===== config.mk =====
export PLATFORM = sky130hd
export DESIGN_NAME = count_control_flat
export DESIGN_NICKNAME = d
export VERILOG_FILES = /design/src/rtl/count_control_if.sv /design/src/rtl/count_control.sv /design/src/flat_wrapper.sv
export SDC_FILE = /design/constraint.sdc
export NUM_CORES = 1
export LEC_CHECK = 0
export ABC_AREA = 1
export BUFFER_PORTS_ARGS = -buffer_cell sky130_fd_sc_hd__buf_2
export CAP_MARGIN = 5
export CORE_MARGIN = 2
export CORE_UTILIZATION = 40
export CTS_CLUSTER_SIZE = 30
export DETAILED_ROUTE_END_ITERATION = 6
export GPL_TIMING_DRIVEN = 0
export PLACE_DENSITY = 0.54
export SETUP_SLACK_MARGIN = 0.1
export SYNTH_ARGS = -nofsm -noshare
export SYNTH_HDL_FRONTEND = slang
export SYNTH_SLANG_ARGS = --single-unit

===== constraint.sdc =====
create_clock -name clk -period 1.51 [get_ports clk]
set_clock_uncertainty 0.2 [all_clocks]
set_input_delay 0 -clock clk [delete_from_list [all_inputs] [get_ports clk]]
set_output_delay 0 -clock clk [all_outputs]
set_load 0.05 [all_outputs]

===== src/rtl/count_control_if.sv =====
// Button/control bundle between the run/pause/clear controller and its neighbours.
// The master side drives the button levels; the slave side (count_control) drives
// the tick, clear and status outputs.
interface count_control_if;
   logic       btn_run;
   logic       btn_clr;
   logic       enable;
   logic       clear;
   logic       running;
   logic [1:0] state;

   modport master (
      output btn_run,
      output btn_clr,
      input  enable,
      input  clear,
      input  running,
      input  state
   );

   modport slave (
      input  btn_run,
      input  btn_clr,
      output enable,
      output clear,
      output running,
      output state
   );
endinterface


===== src/rtl/count_control.sv =====
// Run/pause/clear controller and enable-tick prescaler feeding the counter chain.
// Button levels become single-cycle rise events. These events drive a four-state FSM
// (IDLE/RUN/PAUSE/CLEAR). RUN emits a one-cycle enable every TICK_DIV clocks.
// CLEAR emits a CLR_CYCLES-long clear pulse.
// Build option: define SYNC_IN_EN to pass both buttons through 2-flop synchronizers
// before edge detection (adds two cycles of event latency).
module count_control #(
   parameter int unsigned TICK_DIV   = 50000,
   parameter int unsigned PRE_W      = 16,
   parameter int unsigned CLR_CYCLES = 2
) (
   input logic            clk,
   input logic            rst_n,
   count_control_if.slave bus
);

   typedef enum logic [1:0] {
      StIdle  = 2'b00,
      StRun   = 2'b01,
      StPause = 2'b10,
      StClear = 2'b11
   } state_e;

   localparam logic [PRE_W-1:0] TickLast = PRE_W'(TICK_DIV - 1);
   localparam logic [3:0]       ClrLast  = 4'(CLR_CYCLES - 1);

   state_e           state_q, state_d;
   logic [PRE_W-1:0] pre_q, pre_d;
   logic [3:0]       clr_cnt_q, clr_cnt_d;
   logic             enable_q, enable_d;
   logic             clear_q, clear_d;
   logic             running_q;
   logic             run_hist_q, clr_hist_q;
   logic             run_in, clr_in;
   logic             run_rise, clr_rise;

`ifdef SYNC_IN_EN
   logic [1:0] run_sync_q, clr_sync_q;

   // Two-flop synchronizers for the asynchronous button levels
   always_ff @(posedge clk or negedge rst_n) begin
      if (!rst_n) begin
         run_sync_q <= 2'b00;
         clr_sync_q <= 2'b00;
      end else begin
         run_sync_q <= {run_sync_q[0], bus.btn_run};
         clr_sync_q <= {clr_sync_q[0], bus.btn_clr};
      end
   end

   assign run_in = run_sync_q[1];
   assign clr_in = clr_sync_q[1];
`else
   assign run_in = bus.btn_run;
   assign clr_in = bus.btn_clr;
`endif

   // History flops reset to 0, so a button already high at reset release is an edge
   assign run_rise = run_in & ~run_hist_q;
   assign clr_rise = clr_in & ~clr_hist_q;

   // Next state, prescaler and registered outputs, all decoded from the current state
   always_comb begin
      state_d   = state_q;
      pre_d     = pre_q;
      clr_cnt_d = clr_cnt_q;
      enable_d  = 1'b0;
      clear_d   = 1'b0;
      case (state_q)
         StIdle: begin
            pre_d = '0;
            if (clr_rise)      state_d = StClear;
            else if (run_rise) state_d = StRun;
         end
         StRun: begin
            // A tick due on the same edge as leaving RUN is still emitted
            if (pre_q == TickLast) begin
               pre_d    = '0;
               enable_d = 1'b1;
            end else begin
               pre_d = pre_q + 1'b1;
            end
            if (clr_rise)      state_d = StClear;
            else if (run_rise) state_d = StPause;
         end
         StPause: begin
            // Prescaler holds so resume keeps the tick phase
            if (clr_rise)      state_d = StClear;
            else if (run_rise) state_d = StRun;
         end
         StClear: begin
            // Button edges are ignored until the clear pulse completes
            pre_d   = '0;
            clear_d = 1'b1;
            if (clr_cnt_q == ClrLast) begin
               clr_cnt_d = '0;
               state_d   = StIdle;
            end else begin
               clr_cnt_d = clr_cnt_q + 1'b1;
            end
         end
         default: state_d = StIdle;
      endcase
   end

   // State, counters, edge history and output registers
   always_ff @(posedge clk or negedge rst_n) begin
      if (!rst_n) begin
         state_q    <= StIdle;
         pre_q      <= '0;
         clr_cnt_q  <= '0;
         enable_q   <= 1'b0;
         clear_q    <= 1'b0;
         running_q  <= 1'b0;
         run_hist_q <= 1'b0;
         clr_hist_q <= 1'b0;
      end else begin
         state_q    <= state_d;
         pre_q      <= pre_d;
         clr_cnt_q  <= clr_cnt_d;
         enable_q   <= enable_d;
         clear_q    <= clear_d;
         running_q  <= (state_d == StRun);
         run_hist_q <= run_in;
         clr_hist_q <= clr_in;
      end
   end

   assign bus.enable  = enable_q;
   assign bus.clear   = clear_q;
   assign bus.running = running_q;
   assign bus.state   = state_q;

endmodule


===== src/flat_wrapper.sv =====
// flat-port wrapper written by rule: the top's interface ports become plain ports
module count_control_flat 
#(
   parameter int unsigned TICK_DIV   = 50000,
   parameter int unsigned PRE_W      = 16,
   parameter int unsigned CLR_CYCLES = 2
)
  (clk, rst_n, bus_btn_run, bus_btn_clr, bus_enable, bus_clear, bus_running, bus_state);
  count_control_if bus_i ();
  input logic clk;
  input logic rst_n;
  input wire logic [$bits(bus_i.btn_run)-1:0] bus_btn_run;
  input wire logic [$bits(bus_i.btn_clr)-1:0] bus_btn_clr;
  output wire logic [$bits(bus_i.enable)-1:0] bus_enable;
  output wire logic [$bits(bus_i.clear)-1:0] bus_clear;
  output wire logic [$bits(bus_i.running)-1:0] bus_running;
  output wire logic [$bits(bus_i.state)-1:0] bus_state;
  assign bus_i.btn_run = bus_btn_run;
  assign bus_i.btn_clr = bus_btn_clr;
  assign bus_enable = bus_i.enable;
  assign bus_clear = bus_i.clear;
  assign bus_running = bus_i.running;
  assign bus_state = bus_i.state;
  count_control #(.TICK_DIV(TICK_DIV), .PRE_W(PRE_W), .CLR_CYCLES(CLR_CYCLES)) u_core (.clk(clk), .rst_n(rst_n), .bus(bus_i));
endmodule

Word level (Yosys, flattened, before mapping)

Index checks and enable logic that the tools add are counted.
W data, S select, Z words.

Register bits: 27
Bits in latches: 0
RAM bits: 0
Bits in read-only memories: 0
Output and inout port bits: 5
Word-level logic and storage cells: 36
Memories: 0

Add/sub/neg operators: 2
$mul: 0
Divide/modulo/power cells: 0
Order comparisons: 0
Equal/unequal tests: 6
Shifts and indexed selects: 0
Mux-type cells: 12
Bitwise logic cells: 4
Reductions and logical operators: 4

Operators by type and width:

| cell                    | number |
|---|---|
| $pmux W16 S2            | 1 |
| $add A16 B1 Y16 const B | 1 |
| $eq A16 B16 Y1 const B  | 1 |
| $mux W16                | 1 |
| $mux W2                 | 5 |
| $pmux W2 S3             | 1 |
| $add A4 B1 Y4 const B   | 1 |
| $eq A2 B1 Y1 const B    | 2 |
| $eq A2 B2 Y1 const B    | 2 |
| $eq A4 B1 Y1 const B    | 1 |
| $mux W4                 | 1 |
| $reduce_or A2 Y1        | 2 |
| $mux W1                 | 3 |
| $and A1 B1 Y1           | 2 |
| $logic_not A2 Y1        | 1 |
| $not A1 Y1              | 2 |
| $reduce_bool A2 Y1      | 1 |

Depth between registers and ports, before layout

Gate-level depths: netlist of the first run.

Depth in word-level cells: 6
Gate-level depth with buffers: 8
Gate-level depth less buffers: 8

Worst setup path after synthesis of the first run

Ideal clock, no wire load.

Path kind: flip-flop to flip-flop
Start point: register u_core.state_q[0] (netlist: u_core.bus.state[0])
End point: register u_core.pre_q[10]
Arrival time: 1697 ps
Required time: 1227 ps
Slack: -471 ps
Cell stages (with the launch flop): 7
Buffers on the path: 1
Clock period less this slack: 1981 ps
Cell sequence: dfrtp_1 > inv_1 > ha_1 > inv_1 > clkbuf_1 > nand4_1 > o21ai_0

Cells in the longest elaborated chain, start to end: 3

Ends and longest elaborated chain:

| what                                               | line                 | RTL |
|---|---|---|
| from (decl)                                        | count_control.sv:27  | `state_e state_q, state_d;` |
| from (signal assigned)                             | count_control.sv:109 | `state_q <= StIdle;` |
| from (signal assigned)                             | count_control.sv:118 | `state_q <= state_d;` |
| $eq A2 B2 Y1 or $logic_not A2 Y1 (tied branches)   | count_control.sv:69  | `case (state_q)` |
| $reduce_or A2 Y1 (no line)                         | --                   |  |
| $pmux W16 S2 or $reduce_bool A2 Y1 (tied branches) | --                   |  |
| to (signal assigned)                               | count_control.sv:119 | `pre_q <= pre_d;` |
| to (decl)                                          | count_control.sv:28  | `logic [PRE_W-1:0] pre_q, pre_d;` |

Parallel ways exist; a longest one is shown, timed or not.
A chain may end at the register's enable or synchronous reset.

Final worst setup path of the first run

Start point: register u_core.state_q[0] (netlist: u_core.bus.state[0])
End point: register u_core.state_q[0] (netlist: u_core.bus.state[0])

Cells in the longest elaborated chain, start to end: 3

Ends and longest elaborated chain:

| what                                                     | line |
|---|---|
| $eq A2 B2 Y1, or another cell as far along               | count_control.sv:69 |
| $reduce_or A2 Y1 (no line), or another cell as far along | -- |
| $pmux W2 S3 *                                            | count_control.sv:69 |
| via u_core.state_d[0]                                    | count_control.sv:27 |

The timed path passes the listed nets; every way through them passes the cells marked *.

==> results.tsv, run 1 <==
stage	metric	value	unit
outcome	status	finished with violations	
outcome	violations	negative setup slack	
timing	whs	0.0613	ns
timing	tightest_slew	0.643	ns
place	gp_congestion	0.838	
timing	setup_tns	-0.299	ns
global_route	antenna_found_initial	0	
worst_setup_path	worstPathRequired	1.49	ns
routing	wl	3740	um
timing	slew_violations	0	
floorplanning	core-area	3740	um^2
pwr	finalPower	0.00305	W
floorplanning	rows	22	
place	place.detailed.hpwl	2460	um
timing	min_period_over_period	105	%
layout	area.growth.synth_to_final	34.4	%
layout	fin_area	2150	um^2
routing	firstDrtPassIters	4	
pwr	power_leakage	0.969	nW
clock_network	cts_tree	yes	
layout	antenna-diode-count	0	
timing	setup_viol	10	
routing	viasPerCell	5.04	
routing	drc_errors	0	
logic_synthesis	syn_nets	221	
timing	fmax	0.631	GHz
pwr	irDropWorstVdd	0.000787	V
layout	drive_above_1_share	35.3	%
timing	setup_slack	-0.0758	ns
routing	ant_nets	0	
clock_network	cts_buffers	3	
global_route	grt_pass1_vias	1408	
timing	rsz0062_at_grt	yes	
pwr	pwr-share-comb	53.3	%
worst_setup_path	critical_path.startpoint_type	flop	
logic_synthesis	synth_cells	210	
pwr	p_per_area	1420	nW/um^2
layout	mostFrequentLayoutCell	nand2_1	
global_route	grt_use_total	18.4	%
routing	wl_per_cell	13.1	um
global_route	grt-busiest-layer	met2	
worst_setup_path	cp.arrival	1.57	ns
routing	dr_total_vias	1441	
pwr	p_seq_share	32.1	%
logic_synthesis	yosysSeqAreaShare	42.3	%
global_route	use_met1	24.0	%
logic_synthesis	synth_seq_cells	27	
worst_setup_path	end_kind	flop	
timing	maxSlewHeadroom	57.1	%
clock_network	clock_tree.buffer_depth	2	
logic_synthesis	ys.warnings.count	0	
layout	final_nets	250	
hold_path	hold_path.class	input pin to async pin	
worst_setup_path	crit_fanout	3	
job	drv_cap	0	
clock_network	root_buffer	clkbuf_8	
worst_setup_path	worstSetupPathType	flop to flop	
logic_synthesis	syn_avg_cell_area	7.61	um^2
floorplanning	io_pins	9	
layout	final_cell_mix	48 x nand2_1, 22 x dfrtp_1, 20 x nor2_1, 20 x inv_1, 12 x nand2_2	
clock_network	cts_max_level	1	
timing	timing_hold_violations_final	0	
pwr	switching_power	0.00139	W
pwr	internal-power	0.00166	W
clock_network	insertion_delay	0.29	ns
timing	final.min_clock_period	1.59	ns
clock_network	clk_pin_slew	0.10	ns
global_route	grt_overflow	0	
global_route	grt_pass1_wl	6270	um
global_route	use_met2	30.7	%
place	portBuffers	8	
floorplanning	die-area	4520	um^2
floorplanning	initial_utilization	42.7	%
logic_synthesis	synth_area	1600	um^2
floorplanning	die_w	67.2	um
floorplanning	dieHeight	67.2	um
place	dpl_worst_slack	-0.127	ns
pwr	pwr-share-clk	14.6	%
routing	drt-initial-drc-count	114	
logic_synthesis	netlist-cell-type-count	25	
place	dpl_cell_area	1800	um^2
pwr	p_sw_share	45.6	%
global_route	met3_usage	2.17	%
clock_network	clock_sinks	27	
global_route	grt_start_max_net_pins	28	
[critical path, stage by stage (launching register included)]
cell and delay (ns):
dfrtp_4 0.52, buf_4 0.15, ha_1 0.21, nor3_1 0.15, o21ai_1 0.09, nand2_1 0.11, inv_1 0.06
[final cells by class]
cell class / count / area [um^2]
multi-input cells: 156 / 1030
repair buffers: 24 / 195
plain buffers: 2 / 25.0
clock buffers: 3 / 41.3
flip-flops and latches: 27 / 687
fillers: 337 / 1590
clock inverters: 1 / 7.51
inverters: 25 / 106
well taps: 48 / 60.1
[power by group through the flow]
stage	Clock [W]	Sequential [W]	Combinational [W]
CTS	0.000457	0.000975	0.00147
global placement	0	0.000987	0.00120
floorplan	0	0.00114	0.000769
global route	0.000485	0.000999	0.00176
finish	0.000445	0.000979	0.00162
detailed placement	0	0.000994	0.00122
[metal layers]
layer / share of wire (%) / vias up
met2: 47 / 34
met4: 1.8 / 0
met1: 46 / 676
met5: 0 / -
met3: 4.5 / 9
li1: - / 722
[worst paths after layout]
path / start / to / slack [ns] / cells after the start
worst max-delay path: u_core.bus.state[0] / u_core.bus.state[0] / -0.08 / 6
worst min-delay path: rst_n / u_core.pre_q[7] / 0.06 / 2
worst max register to register: u_core.bus.state[0] / u_core.bus.state[0] / -0.08 / 6
worst min register to register: u_core.clr_cnt_q[3] / u_core.clr_cnt_q[3] / 0.28 / 1
max in group asynchronous: rst_n / u_core.bus.state[0] / 0.57 / 2
min in group clk: bus_btn_run / u_core.run_hist_q / 0.17 / 2
[timing repair]
action / 4_1_cts / 5_1_grt
resized for setup: 19 / 26
endpoints found under the hold margin: 30 / 0
pin swaps: 16 / 11
hold buffers: 3 / 0
setup buffers: 8 / 5
setup endpoints to repair: 20 / 24
[state kept, by name (all words and copies together), names as in the netlist]
register,cells
u_core.pre_q,16
u_core.run_hist_q,1
u_core.bus.state,2
u_core.bus.running,1
u_core.bus.enable,1
u_core.bus.clear,1
u_core.clr_cnt_q,4
u_core.clr_hist_q,1
[synth_stat cells]
cell,n,area (um^2)
xnor2_1,2,17.5
o21ai_1,2,10.0
o211ai_1,1,7.51
nand2_1,58,218
nand3_1,14,70.1
dfrtp_1,27,676
nor2_4,3,33.8
ha_1,7,87.6
o21bai_1,4,30.0
buf_2,1,5.00
nor2_1,26,97.6
o21ai_0,8,40.0
and3_1,1,6.26
or2_2,1,6.26
inv_2,2,7.51
nor2_2,3,18.8
inv_1,23,86.3
nand4_1,6,37.5
nand2_2,7,43.8
a21oi_2,3,26.3
nand3_2,1,10.0
xor2_1,4,35.0
nor3_1,2,10.0
a21oi_1,3,15.0
clkbuf_1,1,3.75
[logic make-up after synthesis]
group	count (synthesis)	share of synthesized area, %
simple gates	122	34.5
xor+xnor	6	3.29
flops	27	42.3
compound gates	21	8.06
fa+ha+maj	7	5.48
buf+inv	27	6.42
[per-stage QoR]
stage,instances,utilization (%)
3_5_place_dp,266,48.0
5_1_grt,286,57.4
4_1_cts,281,53.6
2_1_floorplan,210,-
3_3_place_gp,266,48.0
6_report,286,57.4
(Power assumes the default switching activity.)
==> inputs of run 2 (changes only) <==
--- a/config.mk
+++ b/config.mk
@@ -5,7 +5,6 @@
 export SDC_FILE = /design/constraint.sdc
 export NUM_CORES = 1
 export LEC_CHECK = 0
-export ABC_AREA = 1
 export BUFFER_PORTS_ARGS = -buffer_cell sky130_fd_sc_hd__buf_2
 export CAP_MARGIN = 5
 export CORE_MARGIN = 2
==> run 2 against run 1 <==
Against the previous run: the flow still finishes with violations (negative setup slack); critical path depth is 1 lower; final area is 5.2% lower; first-iteration DRC count is 75% lower; routed wire length is 4.8% lower; area after synthesis is 4.1% lower; power is 9.3% higher; critical path type unchanged; largest power group unchanged; highest routed layer unchanged.
==> results.tsv, run 2 <==
stage	metric	value	unit
pwr	power_leakage	0.883	nW
logic_synthesis	synthFlopType	dfrtp_1	
logic_synthesis	yosys-top-cells-area	dfrtp_1 44%, ha_1 5.7%, nand2_1 2.7%	
layout	post-route-util	55.7	%
outcome	status	finished with violations	
layout	mostFrequentLayoutCell	buf_4	
clock_network	clock_tree.buffer_depth	2	
place	gp_congestion	0.807	
worst_setup_path	critPathSlowestCell	dfrtp_2	
worst_setup_path	cp.arrival	1.86	ns
routing	ant_nets	0	
logic_synthesis	ys_top_cells_by_count	27 x dfrtp_1, 11 x nand2_1, 10 x nor2_1	
worst_setup_path	worstPathRequired	1.47	ns
timing	tightest_slew	0.618	ns
logic_synthesis	yosysSeqAreaShare	44.0	%
place	portBuffers	8	
layout	drive_above_1_share	40.2	%
timing	rsz0062_at_grt	yes	
floorplanning	core-area	3660	um^2
floorplanning	rows	22	
worst_setup_path	crit_fanout	5	
logic_synthesis	syn_nets	159	
worst_setup_path	r2r-start	u_core.pre_q[10]	
routing	wl	3560	um
logic_synthesis	synth_seq_cells	27	
layout	antenna-diode-count	0	
global_route	grt_pass1_wl	6090	um
worst_setup_path	slowest_delay	0.43	ns
timing	slew_violations	0	
global_route	grt_start_max_net_pins	28	
global_route	grt_overflow	0	
routing	firstDrtPassIters	4	
timing	setup_slack	-0.390	ns
logic_synthesis	synth_area	1530	um^2
routing	dr_total_vias	1273	
logic_synthesis	syn_avg_cell_area	10.4	um^2
worst_setup_path	end_kind	flop	
worst_setup_path	worstSetupPathType	flop to flop	
routing	drc_errors	0	
layout	final_nets	196	
layout	fillers	320	
timing	timing_hold_violations_final	0	
routing	drt-initial-drc-count	28	
clock_network	root_buffer	clkbuf_8	
logic_synthesis	ys.warnings.count	0	
logic_synthesis	yosysMostFrequentCell	dfrtp_1	
layout	area.growth.synth_to_final	32.9	%
clock_network	clock_sinks	27	
pwr	irDropWorstVdd	0.000750	V
layout	final_cell_mix	22 x buf_4, 20 x dfrtp_1, 10 x nor2_1	
worst_setup_path	critical_path.startpoint_type	flop	
routing	wl_per_cell	15.3	um
floorplanning	die-area	4350	um^2
timing	whs	0.0731	ns
timing	maxSlewHeadroom	58.8	%
logic_synthesis	async_flop_share	100	%
clock_network	clk_pin_slew	0.09	ns
clock_network	cts_max_level	1	
floorplanning	initial_utilization	41.9	%
logic_synthesis	synth_cells	148	
hold_path	hold_path.class	input pin to async pin	
timing	setup_tns	-5.86	ns
global_route	grt_use_total	18.4	%
worst_setup_path	r2r_cells	5	
clock_network	cts_buffers	3	
worst_setup_path	r2r_end	u_core.pre_q[11]	
logic_synthesis	synth_edf_count	0	
timing	min_period_over_period	126	%
floorplanning	die_w	65.9	um
layout	regMostFlops	u_core.pre_q	
place	place.detailed.hpwl	2160	um
layout	largest_register_ff_count	16	
timing	setup_viol	19	
floorplanning	dieHeight	65.9	um
pwr	p_per_area	1630	nW/um^2
routing	viasPerCell	5.49	
clock_network	cts_tree	yes	
timing	final.min_clock_period	1.90	ns
logic_synthesis	synth_top_area_share	44.0	%
logic_synthesis	netlist-cell-type-count	45	
worst_setup_path	path_cells	nor4b_4 > a41oi_4 > nor2b_4 > buf_6 > a221o_1	
floorplanning	io_pins	9	
timing	fmax	0.526	GHz
global_route	grt_pass1_vias	1282	
worst_setup_path	r2r_slack	-0.39	ns
global_route	antenna_found_initial	0	
job	drv_cap	0	
outcome	violations	negative setup slack	
logic_synthesis	synth_top_area_cell	dfrtp_1	
clock_network	insertion_delay	0.27	ns
## run 2: worst max path at each step
| stage | start | end | slack [ns] | cells after the start |
|---|---|---|---|---|
| floorplan | u_core.pre_q[0] | u_core.pre_q[11] | -0.37 | 7 |
| global placement | u_core.pre_q[12] | u_core.pre_q[11] | -0.54 | 5 |
| detailed placement | u_core.pre_q[12] | u_core.pre_q[15] | -0.55 | 5 |
| CTS | u_core.pre_q[11] | u_core.pre_q[11] | -0.39 | 5 |
| finish | u_core.pre_q[10] | u_core.pre_q[11] | -0.39 | 5 |
| global route | u_core.pre_q[10] | u_core.pre_q[9] | -0.46 | 5 |
## run 2: layer usage
metal / track usage, % / vias to the layer above / wire length [um]
li1: - / 631 / -
met1: 22.6 / 626 / 1600
met2: 33.2 / 12 / 1850
met3: 2.04 / 4 / 55
met4: 6.25 / 0 / 45
met5: 0 / - / 0
## run 2: timing repair
item                       CTS  global route
setup endpoints to repair   20            21
hold endpoints to repair    31             0
cloned                       1             0
gates resized for setup     12             9
pin swaps                   10             5
hold buffers                 3             0
buffers inserted            17             3
## run 2: final cells by class
| cell class | count | area [um^2] | area share (%) |
|---|---|---|---|
| Buffer | 7 | 67.6 | 3.31 |
| Clock buffer | 3 | 41.3 | 2.03 |
| Clock inverter | 1 | 5.00 | 0.246 |
| Inverter | 7 | 33.8 | 1.66 |
| Multi-Input combinational cell | 107 | 913 | 44.8 |
| Sequential cell | 27 | 689 | 33.8 |
| Tap cell | 48 | 60.1 | 2.95 |
| Timing Repair Buffer | 32 | 228 | 11.2 |
## run 2: worst max-delay path: cells and delay by family, from the launching register on
kind | cells | cell delay [ns]
flip-flops | 1 | 0.43
buffers and inverters | 1 | 0.13
AO/OA/AOI/OAI | 2 | 0.49
AND/OR/NAND/NOR | 2 | 0.54
## run 2: report_power, final
group | switching [W] | internal [W] | leakage [nW] | total [W]
Combinational | 0.00110 | 0.000886 | 0.504 | 0.00199
Clock | 0.000220 | 0.000185 | 0.0255 | 0.000404
Sequential | 0.000105 | 0.000836 | 0.353 | 0.000941
Total | 0.00143 | 0.00191 | 0.883 | 0.00333
## run 2: through the flow
step	setup slack (ns)	area, um^2	cells	power, W
3_5_place_dp	-0.547	1730	204	0.00256
4_1_cts	-0.390	1970	229	0.00324
2_1_floorplan	-0.373	1630	148	0.00222
6_report	-0.390	2040	232	0.00333
5_1_grt	-0.461	2040	232	0.00357
3_3_place_gp	-0.541	1730	204	0.00255
## run 2: cell families (layout without fill, tap and decap cells)
kind of cell	count (synthesis)	in the layout	share of synthesized area, %
adders and majority gates	7	7	5.71
DFF	27	27	44.0
buffers and inverters	14	50	4.40
and+or+nand+nor	57	57	22.6
xor gates and xnor gates	3	3	1.71
AOI/OAI and AO/OA	40	40	21.5
